**src/rtl/traffic_pkg.sv**
```systemverilog
// traffic_pkg: shared state encoding, duration limits and phase one-hot codes for the traffic-light path.
package traffic_pkg;
    typedef enum logic [2:0] {RUN_R, RUN_G, RUN_Y, SET_R, SET_G, SET_Y} state_t;
    localparam int DUR_W     = 7;
    localparam int DUR_DEF_R = 3;
    localparam int DUR_DEF_G = 8;
    localparam int DUR_DEF_Y = 4;
    localparam int DUR_MIN   = 1;
    localparam int DUR_MAX   = 99;
    localparam logic [2:0] PH_R    = 3'b100;
    localparam logic [2:0] PH_G    = 3'b010;
    localparam logic [2:0] PH_Y    = 3'b001;
    localparam logic [2:0] PH_NONE = 3'b000;
endpackage

```
**src/rtl/dur_adjust_reg.sv**
```systemverilog
// dur_adjust_reg: one editable phase duration with wrap-around increment/decrement.
module dur_adjust_reg #(
    parameter int TW   = 7,
    parameter int DEF  = 3,
    parameter int TMIN = 1,
    parameter int TMAX = 99
) (
    input  logic          clk,
    input  logic          rst,
    input  logic          sel,
    input  logic          inc,
    input  logic          dec,
    output logic [TW-1:0] q
);
    localparam logic [TW-1:0] Q_DEF = TW'(DEF);
    localparam logic [TW-1:0] Q_MIN = TW'(TMIN);
    localparam logic [TW-1:0] Q_MAX = TW'(TMAX);
    // simultaneous inc and dec cancel out
    always_ff @(posedge clk) begin
        if (rst)
            q <= Q_DEF;
        else if (sel && (inc ^ dec))
            q <= inc ? ((q == Q_MAX) ? Q_MIN : q + 1'b1)
                     : ((q == Q_MIN) ? Q_MAX : q - 1'b1);
    end
endmodule

```
**src/rtl/traffic_phase_controller.sv**
```systemverilog
// traffic_phase_controller: RUN/SET phase sequencer driving phase selects, counter clear/hold and editable durations.
module traffic_phase_controller
    import traffic_pkg::*;
#(
    parameter int TW    = DUR_W,
    parameter int DEF_R = DUR_DEF_R,
    parameter int DEF_G = DUR_DEF_G,
    parameter int DEF_Y = DUR_DEF_Y,
    parameter int TMIN  = DUR_MIN,
    parameter int TMAX  = DUR_MAX
) (
    input  logic          clk,
    input  logic          rst,
    input  logic          mode_btn,
    input  logic          inc_btn,
    input  logic          dec_btn,
    input  logic          r_end,
    input  logic          y_end,
    input  logic          g_end,
    output logic          fsm_r,
    output logic          fsm_g,
    output logic          fsm_y,
    output logic          c_s,
    output logic          set_mode,
    output logic [2:0]    edit_sel,
    output logic [TW-1:0] time_r,
    output logic [TW-1:0] time_g,
    output logic [TW-1:0] time_y
);
    state_t     state, state_nxt;
    logic [2:0] phase, phase_nxt, edit_nxt;
    logic       cs_nxt, inc_eff, dec_eff;

    always_ff @(posedge clk) begin
        if (rst) begin
            state    <= RUN_R;
            phase    <= PH_R;
            edit_sel <= PH_NONE;
            set_mode <= 1'b0;
            c_s      <= 1'b0;
        end else begin
            state    <= state_nxt;
            phase    <= phase_nxt;
            edit_sel <= edit_nxt;
            set_mode <= edit_nxt != PH_NONE;
            c_s      <= cs_nxt;
        end
    end

    // outputs are decoded from the next state so they register alongside it
    always_comb begin
        state_nxt = state;
        case (state)
            RUN_R:   state_nxt = mode_btn ? SET_R : (r_end ? RUN_G : RUN_R);
            RUN_G:   state_nxt = mode_btn ? SET_R : (g_end ? RUN_Y : RUN_G);
            RUN_Y:   state_nxt = mode_btn ? SET_R : (y_end ? RUN_R : RUN_Y);
            SET_R:   state_nxt = mode_btn ? SET_G : SET_R;
            SET_G:   state_nxt = mode_btn ? SET_Y : SET_G;
            SET_Y:   state_nxt = mode_btn ? RUN_R : SET_Y;
            default: state_nxt = RUN_R;
        endcase
        phase_nxt = (state_nxt == RUN_R) ? PH_R :
                    (state_nxt == RUN_G) ? PH_G :
                    (state_nxt == RUN_Y) ? PH_Y : PH_NONE;
        edit_nxt  = (state_nxt == SET_R) ? PH_R :
                    (state_nxt == SET_G) ? PH_G :
                    (state_nxt == SET_Y) ? PH_Y : PH_NONE;
        cs_nxt    = (state == SET_Y) && mode_btn;
    end

    assign {fsm_r, fsm_g, fsm_y} = phase;
    // a mode press takes priority and drops any edit in the same cycle
    assign inc_eff = inc_btn & ~mode_btn;
    assign dec_eff = dec_btn & ~mode_btn;

    dur_adjust_reg #(.TW(TW), .DEF(DEF_R), .TMIN(TMIN), .TMAX(TMAX)) u_dur_r (
        .clk(clk), .rst(rst), .sel(edit_sel[2]), .inc(inc_eff), .dec(dec_eff), .q(time_r)
    );
    dur_adjust_reg #(.TW(TW), .DEF(DEF_G), .TMIN(TMIN), .TMAX(TMAX)) u_dur_g (
        .clk(clk), .rst(rst), .sel(edit_sel[1]), .inc(inc_eff), .dec(dec_eff), .q(time_g)
    );
    dur_adjust_reg #(.TW(TW), .DEF(DEF_Y), .TMIN(TMIN), .TMAX(TMAX)) u_dur_y (
        .clk(clk), .rst(rst), .sel(edit_sel[0]), .inc(inc_eff), .dec(dec_eff), .q(time_y)
    );
endmodule

```
**config.mk**
```make
export PLATFORM = sky130hd
export DESIGN_NAME = traffic_phase_controller
export DESIGN_NICKNAME = d
export VERILOG_FILES = /design/src/rtl/traffic_pkg.sv /design/src/rtl/dur_adjust_reg.sv /design/src/rtl/traffic_phase_controller.sv
export SDC_FILE = /design/constraint.sdc
export NUM_CORES = 1
export LEC_CHECK = 0
export BUFFER_PORTS_ARGS = -buffer_cell sky130_fd_sc_hd__buf_2
export CORE_ASPECT_RATIO = 2
export CORE_MARGIN = 10
export CORE_UTILIZATION = 50
export DETAILED_ROUTE_END_ITERATION = 10
export PLACE_DENSITY = 0.7
export SETUP_SLACK_MARGIN = 0.1
export SLEW_MARGIN = 20
export SYNTH_ARGS = -nofsm -noshare
export SYNTH_HDL_FRONTEND = slang
export SYNTH_SLANG_ARGS = --single-unit
```
**constraint.sdc**
```tcl
create_clock -name clk -period 2.5 [get_ports clk]
set_clock_uncertainty 0.05 [all_clocks]
set_input_delay 0.375 -clock clk [delete_from_list [all_inputs] [get_ports clk]]
set_output_delay 0.375 -clock clk [all_outputs]
set_load 0.02 [all_outputs]
```
---- Word-level counts from Yosys, hierarchy flattened ----
Cells that the tools add are included.
storage, ports and cells
  input bits .............................. 8
  output and inout port bits .............. 29
  flip-flop bits (word level) ............. 32
  word-level logic and storage cells ...... 68
cells by class
  equality and inequality tests ........... 16
  bitwise operators ....................... 4
  add/subtract/negate cells ............... 6
  mux-type cells .......................... 24
  reductions and logical operators ........ 9
operators with widths
  cell                 count
  $mux 7               9
  $add 7x1->7 const B  3
  $eq 7x1->1 const B   3
  $eq 7x7->1 const B   3
  $sub 7x1->7 const B  3
  $pmux 3 s6           1
  $mux 2               7
  $eq 3x2->1 const B   4
  $eq 3x3->1 const B   4
  $mux 3               3
  $eq 3x1->1 const B   2
  $logic_not 3->1      2
  $logic_and 1x1->1    4
  $mux 1               4
  $reduce_bool 3->1    1
  $reduce_or 3->1      1
  $and 1x1->1          2
  $reduce_or 2->1      1
  $not 1->1            1
  $xor 1x1->1          1

---- Longest topological paths before layout ----
Gate-level depths: netlist of run 1.
  word-level depth ........................ 8
  depth in mapped cells ................... 8
  mapped depth without buffers ............ 7

---- Hierarchy ----
A second synthesis of run 1 with hierarchy kept.
second synthesis, totals
  cells, all modules ...................... 320
  area total of the unflattened synthesis .. 2,577.5 µm²
modules (own cells, without submodules)
  module                     area an instance (µm²)  times used  sequential area each (µm²)  cells an instance
  dur_adjust_reg at u_dur_g  703.2                   1           140.1                       89
  dur_adjust_reg at u_dur_r  696.9                   1           140.1                       91
  dur_adjust_reg at u_dur_y  660.6                   1           140.1                       84
  traffic_phase_controller   516.7                   1           220.2                       56

---- Worst setup path after synthesis of run 1 ----
No wires, ideal clock.
  path type ............................... register -> register
  start point ............................. register u_dur_g.q[3]
  end point ............................... register u_dur_g.q[3]
  setup time .............................. 0.129 ns
  stages on the path, launching flop included .. 7
  required time ........................... 2.321 ns
  slack ................................... 0.657 ns
  path buffers ............................ 1
  period minus slack after synthesis ...... 1.843 ns
  arrival time ............................ 1.663 ns
  path through ............................ dfxtp_1 > or4_4 > or2_1 > clkbuf_2 > and4b_1 > o2bb2ai_1 > a31oi_1
between the ends
  longest elaborated chain between the ends .. 3
  elaborated cells between the ends (all ways) .. 7
  those cells by class .................... add/sub (2); eq/ne (2); mux (3)
RTL lines
  item                                       line                                        text
  start, declared                            dur_adjust_reg.sv:13                        output logic [TW-1:0] q
  start signal, assigned                     dur_adjust_reg.sv:23                        q <= inc ? ((q == Q_MAX) ? Q_MIN : q + 1'b1)
  $sub 7x1->7, or another cell as far along  dur_adjust_reg.sv:24                        : ((q == Q_MIN) ? Q_MAX : q - 1'b1);
  $mux 7, on equally long branches           dur_adjust_reg.sv:24, dur_adjust_reg.sv:23
  $mux 7 *                                   dur_adjust_reg.sv:23
Every way passes the cells marked *; elsewhere a longest branch is shown, timed or not.
A chain may end at the register's enable or synchronous reset.

---- Worst setup path in the final report of run 1 ----
  start point ............................. register u_dur_y.q[2]
  end point ............................... register u_dur_y.q[2]
between the ends
  longest elaborated chain between the ends .. 3
  elaborated cells between the ends (all ways) .. 7
  those cells by class .................... add/sub (2); eq/ne (2); mux (3)
RTL lines
  item                                       line
  start, declared                            dur_adjust_reg.sv:13
  start signal, assigned                     dur_adjust_reg.sv:23
  $sub 7x1->7, or another cell as far along  dur_adjust_reg.sv:24
  $mux 7, on equally long branches           dur_adjust_reg.sv:24, dur_adjust_reg.sv:23
  $mux 7 *                                   dur_adjust_reg.sv:23
Marks and branches as above.

==> results of run 1 <==
## cells in the mapped netlist, types with 3 or more instances
cell type / number
nor2_1: 28
nor3_1: 14
ha_1: 9
xor2_1: 3
buf_2: 11
nor2b_1: 7
o21ai_0: 15
and3_1: 4
clkbuf_1: 8
nand2_1: 29
inv_1: 10
o211ai_1: 6
a31oi_1: 7
nand2b_1: 5
a21oi_1: 20
a311oi_1: 3
dfxtp_1: 32
nor4_1: 4
o311ai_0: 3
xnor2_1: 4
nand4_1: 6
nand3_1: 22
buf_4: 3
and2_1: 4
## routing by layer
layer | wire length (um) | track usage, % | up-vias | share of wire [%]
met2 | 3270 | 28.7 | 52 | 54
met3 | 234 | 3.26 | 12 | 3.9
met4 | 150 | 8.58 | 0 | 2.5
met5 | 0 | 0 | - | 0
li1 | - | - | 1128 | -
met1 | 2350 | 17.3 | 1091 | 39
## state kept, by name, indices dropped and copies added, names as in the netlist
register	cells
u_dur_r.q	7
u_dur_g.q	7
u_dur_y.q	7
phase	3
edit_sel	3
c_s	1
set_mode	1
state	3
## cells by family after synthesis
| kind of cell | after synthesis | synth area share, % |
|---|---|---|
| flip-flops | 32 | 29.4 |
| AO/OA/AOI/OAI | 77 | 23.5 |
| AND/OR/NAND/NOR | 135 | 31.3 |
| buffers and inverters | 35 | 7.25 |
| multiplexers | 1 | 0.460 |
| XOR/XNOR | 7 | 2.82 |
| adder cells (fa/ha/maj) | 9 | 5.18 |
## final timing paths
| path | endpoint | cells after the start | slack (ns) |
|---|---|---|---|
| hold / removal | c_s | 3 | 0.43 |
| setup reg to reg | u_dur_y.q[2] | 5 | 0.56 |
| setup / recovery | u_dur_y.q[2] | 5 | 0.56 |
| hold reg to reg | c_s | 2 | 0.48 |
## metrics by stage
step / setup slack, ns / hold WS, ns
2_1_floorplan: 0.657 / 0.436
3_3_place_gp: 0.619 / 0.466
3_5_place_dp: 0.591 / 0.478
4_1_cts: 0.583 / 0.428
5_1_grt: 0.434 / 0.451
6_report: 0.563 / 0.434
## placed cells by master, fill, tap and decap left out, drive strengths merged, types with 5 or more instances in the layout
master  instances
nor2b           7
nand2          29
a31oi           7
buf            43
nor2           28
nand2b          5
ha              9
inv            10
o21ai          15
o211ai          6
nor3           14
nand4           6
and3            6
dfxtp          32
clkbuf          6
a21oi          20
nand3          22
## worst min-delay path: cells and delay by family
kind,cells,cell delay (ns)
simple gates,2,0.17
buf+inv,1,0.17
## area by class of cell
class,count,area [um2]
inverters,10,37.5
well taps,52,65.1
clock buffers,6,72.6
repair buffers,43,233
fillers,413,1710
multi-input cells,229,1380
flip-flops and latches,32,641
clock inverters,2,35.0
## power by group
part	internal (mW)	switching, mW	leakage, nW
sequential	0.529	0.0183	0.260
combinational	0.0569	0.103	0.660
clock	0.296	0.206	0.0552
total	0.881	0.327	0.976
==> qor.yml, run 1 <==
hold_class: "input pin to flip-flop"
synth_warnings: 0
hp-start: "mode_btn"
drc: 0
cp_max_fo: 10
cp.required_ns: 2.59
fmax_mhz: 516
setup_viol: 0
fin_area_um2: 2460
drive_gt1_share_pct: 17.1
cap_violations: 0
cp_num_buf_inv: 0
dp.cells: 366
worstPathArrival_ns: 2.03
portBuffers: 36
antenna_found_initial: 0
syn_area_um2: 2180
crit_start: "u_dur_y.q[2]"
track_usage_pct: 16.4
synth-seq-area-share_pct: 29.4
critical_path_class: "flip-flop to flip-flop"
cts_resized: 0
die_area_um2: 7550
yosysTopAreaCellShare_pct: 29.4
overflow: 0
cts_max_level: 2
power_per_cell_area_nw_per_um2: 491
cts.path.max_buffers: 2
post-route-util_pct: 59.0
ir_worst_vdd_v: 0.000424
cts_root_buffer: "clkbuf_8"
avgSynthCellArea_um2: 7.35
setup_tns_ns: 0
postRouteWirelength_mm: 6.01
relSlewSlack_pct: 60.4
core_um2: 4170
cts_inserted_buffers: 5
chipHeight_um: 113
worst_pin_slew_ns: 0.589
cts_setup_buffers: 0
final.period_utilization_pct: 77.5
hold_viol_final: 0
rows: 33
area_growth_pct: 13.1
dr_total_vias: 2283
diodes: 0
ios: 37
synth_edf_count: 0
grt_max_degree: 26
hpwl_mm: 4.35
report.final.slew_viol_count: 0
clock_sinks: 32
nets: 338
critPathLaunchType: "flip-flop"
async_flop_share_pct: 0
grt_setup_unrepaired: "false"
total_power_mw: 1.21
syn_nets: 313
crit_chain: "nor4_1, and2_1, nor3_1, o31ai_1, o311ai_0"
synthTopCellsByArea: "dfxtp_1, ha_1, nand3_1"
stdcell_count: 374
placed_cell_area_um2: 2350
ys.flop_type: "dfxtp_1"
dr.pass1.iters: 4
r2r-start: "u_dur_y.q[2]"
slowest_delay_ns: 0.58
clk_latency_ns: 0.29
ys_ff_latch: 32
crit_slowest_cell: "nor4_1"
cp_top_family: "simple AND/OR/NAND/NOR gates"
cts_tree: "yes"
wl_per_cell_um: 16.1
status: "completed"
ant_nets: 0
first_iter_violations: 153
leakagePower_nw: 0.976
grt_pass1_wl_mm: 10.1
path_clk_slew_ns: 0.07
period_needed_ns: 1.94
gp_congestion: 0.901
grt_pass1_vias: 2242
die_x_um: 66.6
start_util_pct: 52.2
ctsHoldBuffers: 0
yosys.area.top_type: "dfxtp_1"
critPathCaptureType: "flip-flop"
drt-vias-per-instance: 6.10
synth_cell_types: 52
synthCells: 296
(Power assumes the default switching activity.)
==> run 2, diff against run 1 <==
--- a/config.mk
+++ b/config.mk
@@ -5,12 +5,13 @@
 export SDC_FILE = /design/constraint.sdc
 export NUM_CORES = 1
 export LEC_CHECK = 0
+export ABC_AREA = 1
 export BUFFER_PORTS_ARGS = -buffer_cell sky130_fd_sc_hd__buf_2
 export CORE_ASPECT_RATIO = 2
 export CORE_MARGIN = 10
 export CORE_UTILIZATION = 50
 export DETAILED_ROUTE_END_ITERATION = 10
-export PLACE_DENSITY = 0.7
+export PLACE_DENSITY = 0.73
 export SETUP_SLACK_MARGIN = 0.1
 export SLEW_MARGIN = 20
 export SYNTH_ARGS = -nofsm -noshare
==> constraint.sdc (replaced) <==
create_clock -name clk -period 1.7 [get_ports clk]
set_clock_uncertainty 0.05 [all_clocks]
set_input_delay 0.255 -clock clk [delete_from_list [all_inputs] [get_ports clk]]
set_output_delay 0.255 -clock clk [all_outputs]
set_load 0.02 [all_outputs]
==> qor.yml, run 2 <==
comb_power_share_pct: 17.0  # was 13.2%
critPathCaptureType: "flip-flop"  # unchanged
cts_resized: 0  # unchanged
setup_viol: 0  # unchanged
grt_pass1_vias: 2539  # was 2242
dr.pass1.iters: 4  # unchanged
dr_total_vias: 2617  # was 2283
use_met2_pct: 33.3  # was 28.7%
synthTopCellsByArea: "dfxtp_1, nand2_1, nand3_1"  # was dfxtp_1, ha_1, nand3_1
crit_top_cell: "nor2_1"
post-route-util_pct: 58.7  # was 59.0%
yosysMostFrequentCell: "nand2_1"  # was dfxtp_1
clockPowerShare_pct: 36.4  # was 41.5%
final_common_cell: "nand2_1"  # was buf_2
chipHeight_um: 117  # was 113 um
drt-vias-per-instance: 5.46  # was 6.10
hpwl_mm: 5.04  # was 4.35 mm
met3_usage_pct: 3.36  # was 3.26%
grt_setup_unrepaired: "true"  # was false
track_usage_pct: 17.7  # was 16.4%
worstHoldPathCells: 2  # was 3
stdcell_count: 479  # was 374
grt_max_degree: 16  # was 26
ys.flop_type: "dfxtp_1"  # unchanged
avgSynthCellArea_um2: 6.06  # was 7.35 um2
yosysTopAreaCellShare_pct: 27.4  # was 29.4%
area_growth_pct: 14.4  # was 13.1%
start_util_pct: 51.3  # was 52.2%
worstPathArrival_ns: 1.64  # was 2.03 ns
cp.depth: 8  # was 5
dp.cells: 472  # was 366
status: "completed"  # unchanged
setup_tns_ns: 0  # unchanged
synthTopCellsByCount: "nand2_1, nor2_1, nand3_1, inv_1, dfxtp_1"  # was dfxtp_1, nand2_1, nor2_1, nand3_1, a21oi_1
met1_usage_pct: 16.8  # was 17.3%
hold_viol_final: 0  # unchanged
drc: 0  # unchanged
r2r_cells: 8  # was 5
ctsHoldBuffers: 0  # unchanged
ys_ff_latch: 32  # unchanged
final.period_utilization_pct: 85.8  # was 77.5%
crit_chain: "inv_1, nand3_1, nor2_1, nor2_1, nand2_1, nand3_1, nand2_1, nor2_1"  # was nor4_1, and2_1, nor3_1, o31ai_1, o311ai_0
slowest_delay_ns: 0.48  # was 0.58 ns
holdWs_ns: 0.262  # was 0.434 ns
cp_max_fo: 7  # was 10
postRouteWirelength_mm: 6.59  # was 6.01 mm
leakagePower_nw: 1.35  # was 0.976 nW
ios: 37  # unchanged
core_um2: 4550  # was 4170 um2
final.fill_count: 483  # was 413
intPower_mw: 1.25  # was 0.881 mW
wl_per_cell_um: 13.8  # was 16.1 um
cp.required_ns: 1.88  # was 2.59 ns
ir_worst_vdd_v: 0.000748  # was 0.000424 V
register_area_um2: 646  # was 641 um2
grt_pass1_wl_mm: 11.1  # was 10.1 mm
async_flop_share_pct: 0  # unchanged
hold_class: "input pin to flip-flop"  # unchanged
cts_tree: "yes"  # unchanged
cp_top_family: "simple AND/OR/NAND/NOR gates"  # unchanged
syn_area_um2: 2340  # was 2180 um2
die_area_um2: 7980  # was 7550 um2
synthCells: 386  # was 296
fin_area_um2: 2670  # was 2460 um2
final_cell_mix: "nand2_1, nor2_1, nand3_1"  # was buf_2, dfxtp_1, nand2_1
cts_root_buffer: "clkbuf_8"  # unchanged
synth_warnings: 0  # unchanged
worst_pin_slew_ns: 0.358  # was 0.589 ns
placed_cell_area_um2: 2570  # was 2350 um2
synth_edf_count: 0  # unchanged
ant_nets: 0  # unchanged
cp_num_buf_inv: 1  # was 0
synth_cell_types: 28  # was 52
power_frac_seq_pct: 46.5  # was 45.3%
drive_gt1_share_pct: 16.7  # was 17.1%
power_per_cell_area_nw_per_um2: 656  # was 491 nW/um2
portBuffers: 36  # unchanged
cts_max_level: 2  # unchanged
cap_violations: 0  # unchanged
critPathLaunchType: "flip-flop"  # unchanged
diodes: 0  # unchanged
die_x_um: 68.3  # was 66.6 um
reg_top3: "u_dur_g.q: 7 flops, u_dur_r.q: 7 flops, u_dur_y.q: 7 flops"  # unchanged
top_usage_layer: "met2"  # unchanged
multi_input_area_um2: 1450  # was 1380 um2
cts_setup_buffers: 0  # unchanged
cts.path.max_buffers: 2  # unchanged
first_iter_violations: 189  # was 153
antenna_found_initial: 0  # unchanged
syn_nets: 403  # was 313
yosys.area.top_type: "dfxtp_1"  # unchanged
clk_latency_ns: 0.29  # about the same
critical_path_class: "flip-flop to flip-flop"  # unchanged
synth-seq-area-share_pct: 27.4  # was 29.4%
path_clk_slew_ns: 0.07  # about the same
clock_sinks: 32  # unchanged
overflow: 0  # unchanged
relSlewSlack_pct: 76.1  # was 60.4%
nets: 441  # was 338
report.final.slew_viol_count: 0  # unchanged
period_needed_ns: 1.46  # was 1.94 ns
crit_slowest_cell: "dfxtp_1"  # was nor4_1
p_sw_mw: 0.507  # was 0.327 mW
fmax_mhz: 686  # was 516 MHz
cts_inserted_buffers: 5  # unchanged
gp_congestion: 0.988  # was 0.901
rows: 35  # was 33
sw_frac_of_total_pct: 28.9  # was 27.0%
run 2: changes by cell type after synthesis, sizes merged, moves of 6 or more:
| cell | delta |
|---|---|
| o21ai | +7 |
| nand3 | +33 |
| nor2 | +35 |
| and3 | -6 |
| inv | +36 |
| clkbuf | -7 |
| nor3 | -11 |
| nor2b | -7 |
| nand2 | +67 |
run 2: cell families after synthesis:
logic type	after synthesis	share of synthesized area (%)
xor gates and xnor gates	6	2.25
AOI/OAI and AO/OA	46	10.3
DFF	32	27.4
and+or+nand+nor	234	44.6
buffers and inverters	59	10.7
adders and majority gates	9	4.82
run 2: path summary, 6_finish.rpt:
check,startpoint,endpoint,slack [ns]
max,u_dur_r.q[4],u_dur_r.q[3],0.24
min,rst,edit_sel[0],0.26
max reg2reg,u_dur_r.q[4],u_dur_r.q[3],0.24
min reg2reg,u_dur_g.q[0],u_dur_g.q[0],0.48
run 2: layer usage:
metal | part of all wire [%] | wire length, um | vias to the layer above
met4 | 3.1 | 205 | 0
met2 | 54 | 3580 | 72
li1 | - | - | 1318
met1 | 38 | 2480 | 1206
met3 | 4.8 | 314 | 21
met5 | 0 | 0 | -
run 2: final cells by class:
| class | count | share of cell area [%] |
|---|---|---|
| Timing Repair Buffer | 44 | 8.98 |
| Sequential cell | 32 | 24.1 |
| Clock buffer | 7 | 3.60 |
| Multi-Input combinational cell | 295 | 54.2 |
| Inverter | 46 | 6.46 |
| Tap cell | 55 | 2.57 |
run 2: power by group through the flow:
stage	logic, mW	registers (mW)	clock network [mW]
2_1_floorplan	0.187	0.854	0
3_3_place_gp	0.297	0.830	0
3_5_place_dp	0.297	0.831	0
4_1_cts	0.299	0.815	0.654
5_1_grt	0.339	0.821	0.676
6_report	0.298	0.816	0.639
run 2: per-stage QoR:
stage | power, mW | setup slack (ns)
2_1_floorplan | 1.04 | 0.228
3_3_place_gp | 1.13 | 0.239
3_5_place_dp | 1.13 | 0.212
4_1_cts | 1.77 | 0.203
5_1_grt | 1.84 | 0.0389
6_report | 1.75 | 0.241
==> run 3, diff against run 2 <==
--- a/config.mk
+++ b/config.mk
@@ -5,9 +5,9 @@
 export SDC_FILE = /design/constraint.sdc
 export NUM_CORES = 1
 export LEC_CHECK = 0
-export ABC_AREA = 1
+export ABC_AREA = 0
 export BUFFER_PORTS_ARGS = -buffer_cell sky130_fd_sc_hd__buf_2
-export CORE_ASPECT_RATIO = 2
+export CORE_ASPECT_RATIO = 0.7
 export CORE_MARGIN = 10
 export CORE_UTILIZATION = 50
 export DETAILED_ROUTE_END_ITERATION = 10
==> qor.yml, run 3 (synthesis results as in run 1) <==
core_um2: 4070  # was 4550 um2
met3_usage_pct: 4.39  # was 3.36%
first_iter_violations: 119  # was 189
critical_path_class: "flip-flop to flip-flop"  # unchanged
die_area_um2: 7430  # was 7980 um2
rows: 19  # was 35
crit_slowest_cell: "or4_4"  # was dfxtp_1
cts_max_level: 2  # unchanged
power_frac_seq_pct: 47.2  # was 46.5%
start_util_pct: 53.5  # was 51.3%
top_usage_layer: "met2"  # unchanged
post-route-util_pct: 69.2  # was 58.7%
hpwl_mm: 4.38  # was 5.04 mm
die_x_um: 98.8  # was 68.3 um
fin_area_um2: 2810  # was 2670 um2
grt_pass1_wl_mm: 10.1  # was 11.1 mm
final_common_cell: "buf_2"  # was nand2_1
placed_cell_area_um2: 2590  # was 2570 um2
dr_total_vias: 2402  # was 2617
leakagePower_nw: 1.11  # was 1.35 nW
report.final.slew_viol_count: 0  # unchanged
worst_pin_slew_ns: 0.381  # was 0.358 ns
cp.depth: 4  # was 8
ant_nets: 0  # unchanged
postRouteWirelength_mm: 6.35  # was 6.59 mm
comb_power_share_pct: 16.4  # was 17.0%
crit_chain: "or4_4, or2_4, a311oi_1, nor4_1"  # was inv_1, nand3_1, nor2_1, nor2_1, nand2_1, nand3_1, nand2_1, nor2_1
sw_frac_of_total_pct: 30.7  # was 28.9%
met1_usage_pct: 20.9  # was 16.8%
dr.pass1.iters: 4  # unchanged
critPathLaunchType: "flip-flop"  # unchanged
cts_inserted_buffers: 5  # unchanged
critPathCaptureType: "flip-flop"  # unchanged
ir_worst_vdd_v: 0.000436  # was 0.000748 V
hold_viol_final: 0  # unchanged
fmax_mhz: 589  # was 686 MHz
cts.path.max_buffers: 2  # unchanged
final.period_utilization_pct: 99.9  # was 85.8%
slowest_delay_ns: 0.50  # was 0.48 ns
setup_viol: 0  # unchanged
path_clk_slew_ns: 0.08  # was 0.07 ns
grt_setup_unrepaired: "true"  # unchanged
cts_tree: "yes"  # unchanged
crit_start: "u_dur_g.q[3]"  # was u_dur_r.q[4]
worst_slack_ns: 0.000867  # was 0.241 ns
diodes: 0  # unchanged
drive_gt1_share_pct: 33.9  # was 16.7%
endpoint: "u_dur_g.q[2]"  # was u_dur_r.q[3]
r2r_end: "u_dur_g.q[2]"  # was u_dur_r.q[3]
cp.required_ns: 1.82  # was 1.88 ns
worstPathArrival_ns: 1.82  # was 1.64 ns
overflow: 0  # unchanged
power_per_cell_area_nw_per_um2: 602  # was 656 nW/um2
r2r_cells: 4  # was 8
cp_num_buf_inv: 0  # was 1
grt_max_degree: 26  # was 16
antenna_found_initial: 0  # unchanged
use_met2_pct: 25.8  # was 33.3%
drc: 0  # unchanged
r2r-start: "u_dur_g.q[3]"  # was u_dur_r.q[4]
period_needed_ns: 1.70  # was 1.46 ns
nets: 361  # was 441
cap_violations: 0  # unchanged
area_growth_pct: 29.2  # was 14.4%
clk_latency_ns: 0.28  # was 0.29 ns
final_cell_mix: "buf_2, nand2_1, buf_4"  # was nand2_1, nor2_1, nand3_1
post-place-ws_ns: -0.0616  # was 0.212 ns
portBuffers: 36  # unchanged
grt_pass1_vias: 2142  # was 2539
track_usage_pct: 16.0  # was 17.7%
cts_root_buffer: "clkbuf_8"  # unchanged
relSlewSlack_pct: 74.6  # was 76.1%
clockPowerShare_pct: 36.4  # about the same
ios: 37  # unchanged
intPower_mw: 1.17  # was 1.25 mW
chipHeight_um: 75.2  # was 117 um
rrSetupSlack_ns: 0.0009  # was 0.24 ns
clock_sinks: 32  # unchanged
p_sw_mw: 0.519  # was 0.507 mW
hp-start: "mode_btn"  # was rst
hold_class: "input pin to flip-flop"  # unchanged
gp_congestion: 0.844  # was 0.988
cp_max_fo: 6  # was 7
status: "completed"  # unchanged
cp_top_family: "simple AND/OR/NAND/NOR gates"  # unchanged
reg_top3: "u_dur_g.q: 7 flops, u_dur_r.q: 7 flops, u_dur_y.q: 7 flops"  # unchanged
wl_per_cell_um: 16.0  # was 13.8 um
drt-vias-per-instance: 6.05  # was 5.46
==> run 3: metrics by stage <==
step	setup TNS (ns)	power, mW	cells	hold slack, ns
6_report	0	1.69	397	0.326
3_5_place_dp	-0.133	1.07	387	0.469
4_1_cts	0	1.68	395	0.325
3_3_place_gp	0	1.07	387	0.464
2_1_floorplan	-0.158	0.990	296	0.436
5_1_grt	-0.188	1.77	397	0.357
==> run 3: worst min path at each step <==
stage	cells past startpoint	end	slack, ns
floorplan	2	c_s	0.44
global placement	2	c_s	0.46
detailed placement	2	c_s	0.47
CTS	3	u_dur_g.q[2]	0.33
global route	3	u_dur_g.q[2]	0.36
finish	3	u_dur_g.q[2]	0.33
==> run 3: power by group through the flow <==
stage	Clock (mW)	Combinational, mW	Sequential, mW
floorplan	0	0.157	0.833
global placement	0	0.252	0.818
detailed placement	0	0.256	0.818
CTS	0.620	0.259	0.800
global route	0.660	0.303	0.803
finish	0.616	0.277	0.799
==> run 3: cell type report <==
class	instances	area, um2
Clock inverter	3	22.5
Fill cell	336	1250
Sequential cell	32	669
Tap cell	52	65.1
Clock buffer	5	68.8
Multi-Input combinational cell	229	1530
Timing Repair Buffer	66	418
Inverter	10	40.0
==> run 3: layer usage <==
| layer | vias to the layer above | part of all wire [%] |
|---|---|---|
| li1 | 1178 | - |
| met1 | 1121 | 46 |
| met2 | 99 | 45 |
| met3 | 4 | 8.9 |
| met4 | 0 | 0.44 |
| met5 | - | 0 |
==> run 3: worst reg2reg max path, stage by stage (launching register included) <==
cell,delay (ns)
dfxtp_4,0.34
or4_4,0.50
or2_4,0.28
a311oi_1,0.32
nor4_1,0.09
==> run 3: timing repair <==
action / in CTS / in global routing
resized for setup: 6 / 36
endpoints found under the setup margin: 9 / 14
setup buffers: 0 / 2
hold buffers: 0 / 0
endpoints found under the hold margin: 0 / 0
pin swaps: 2 / 9
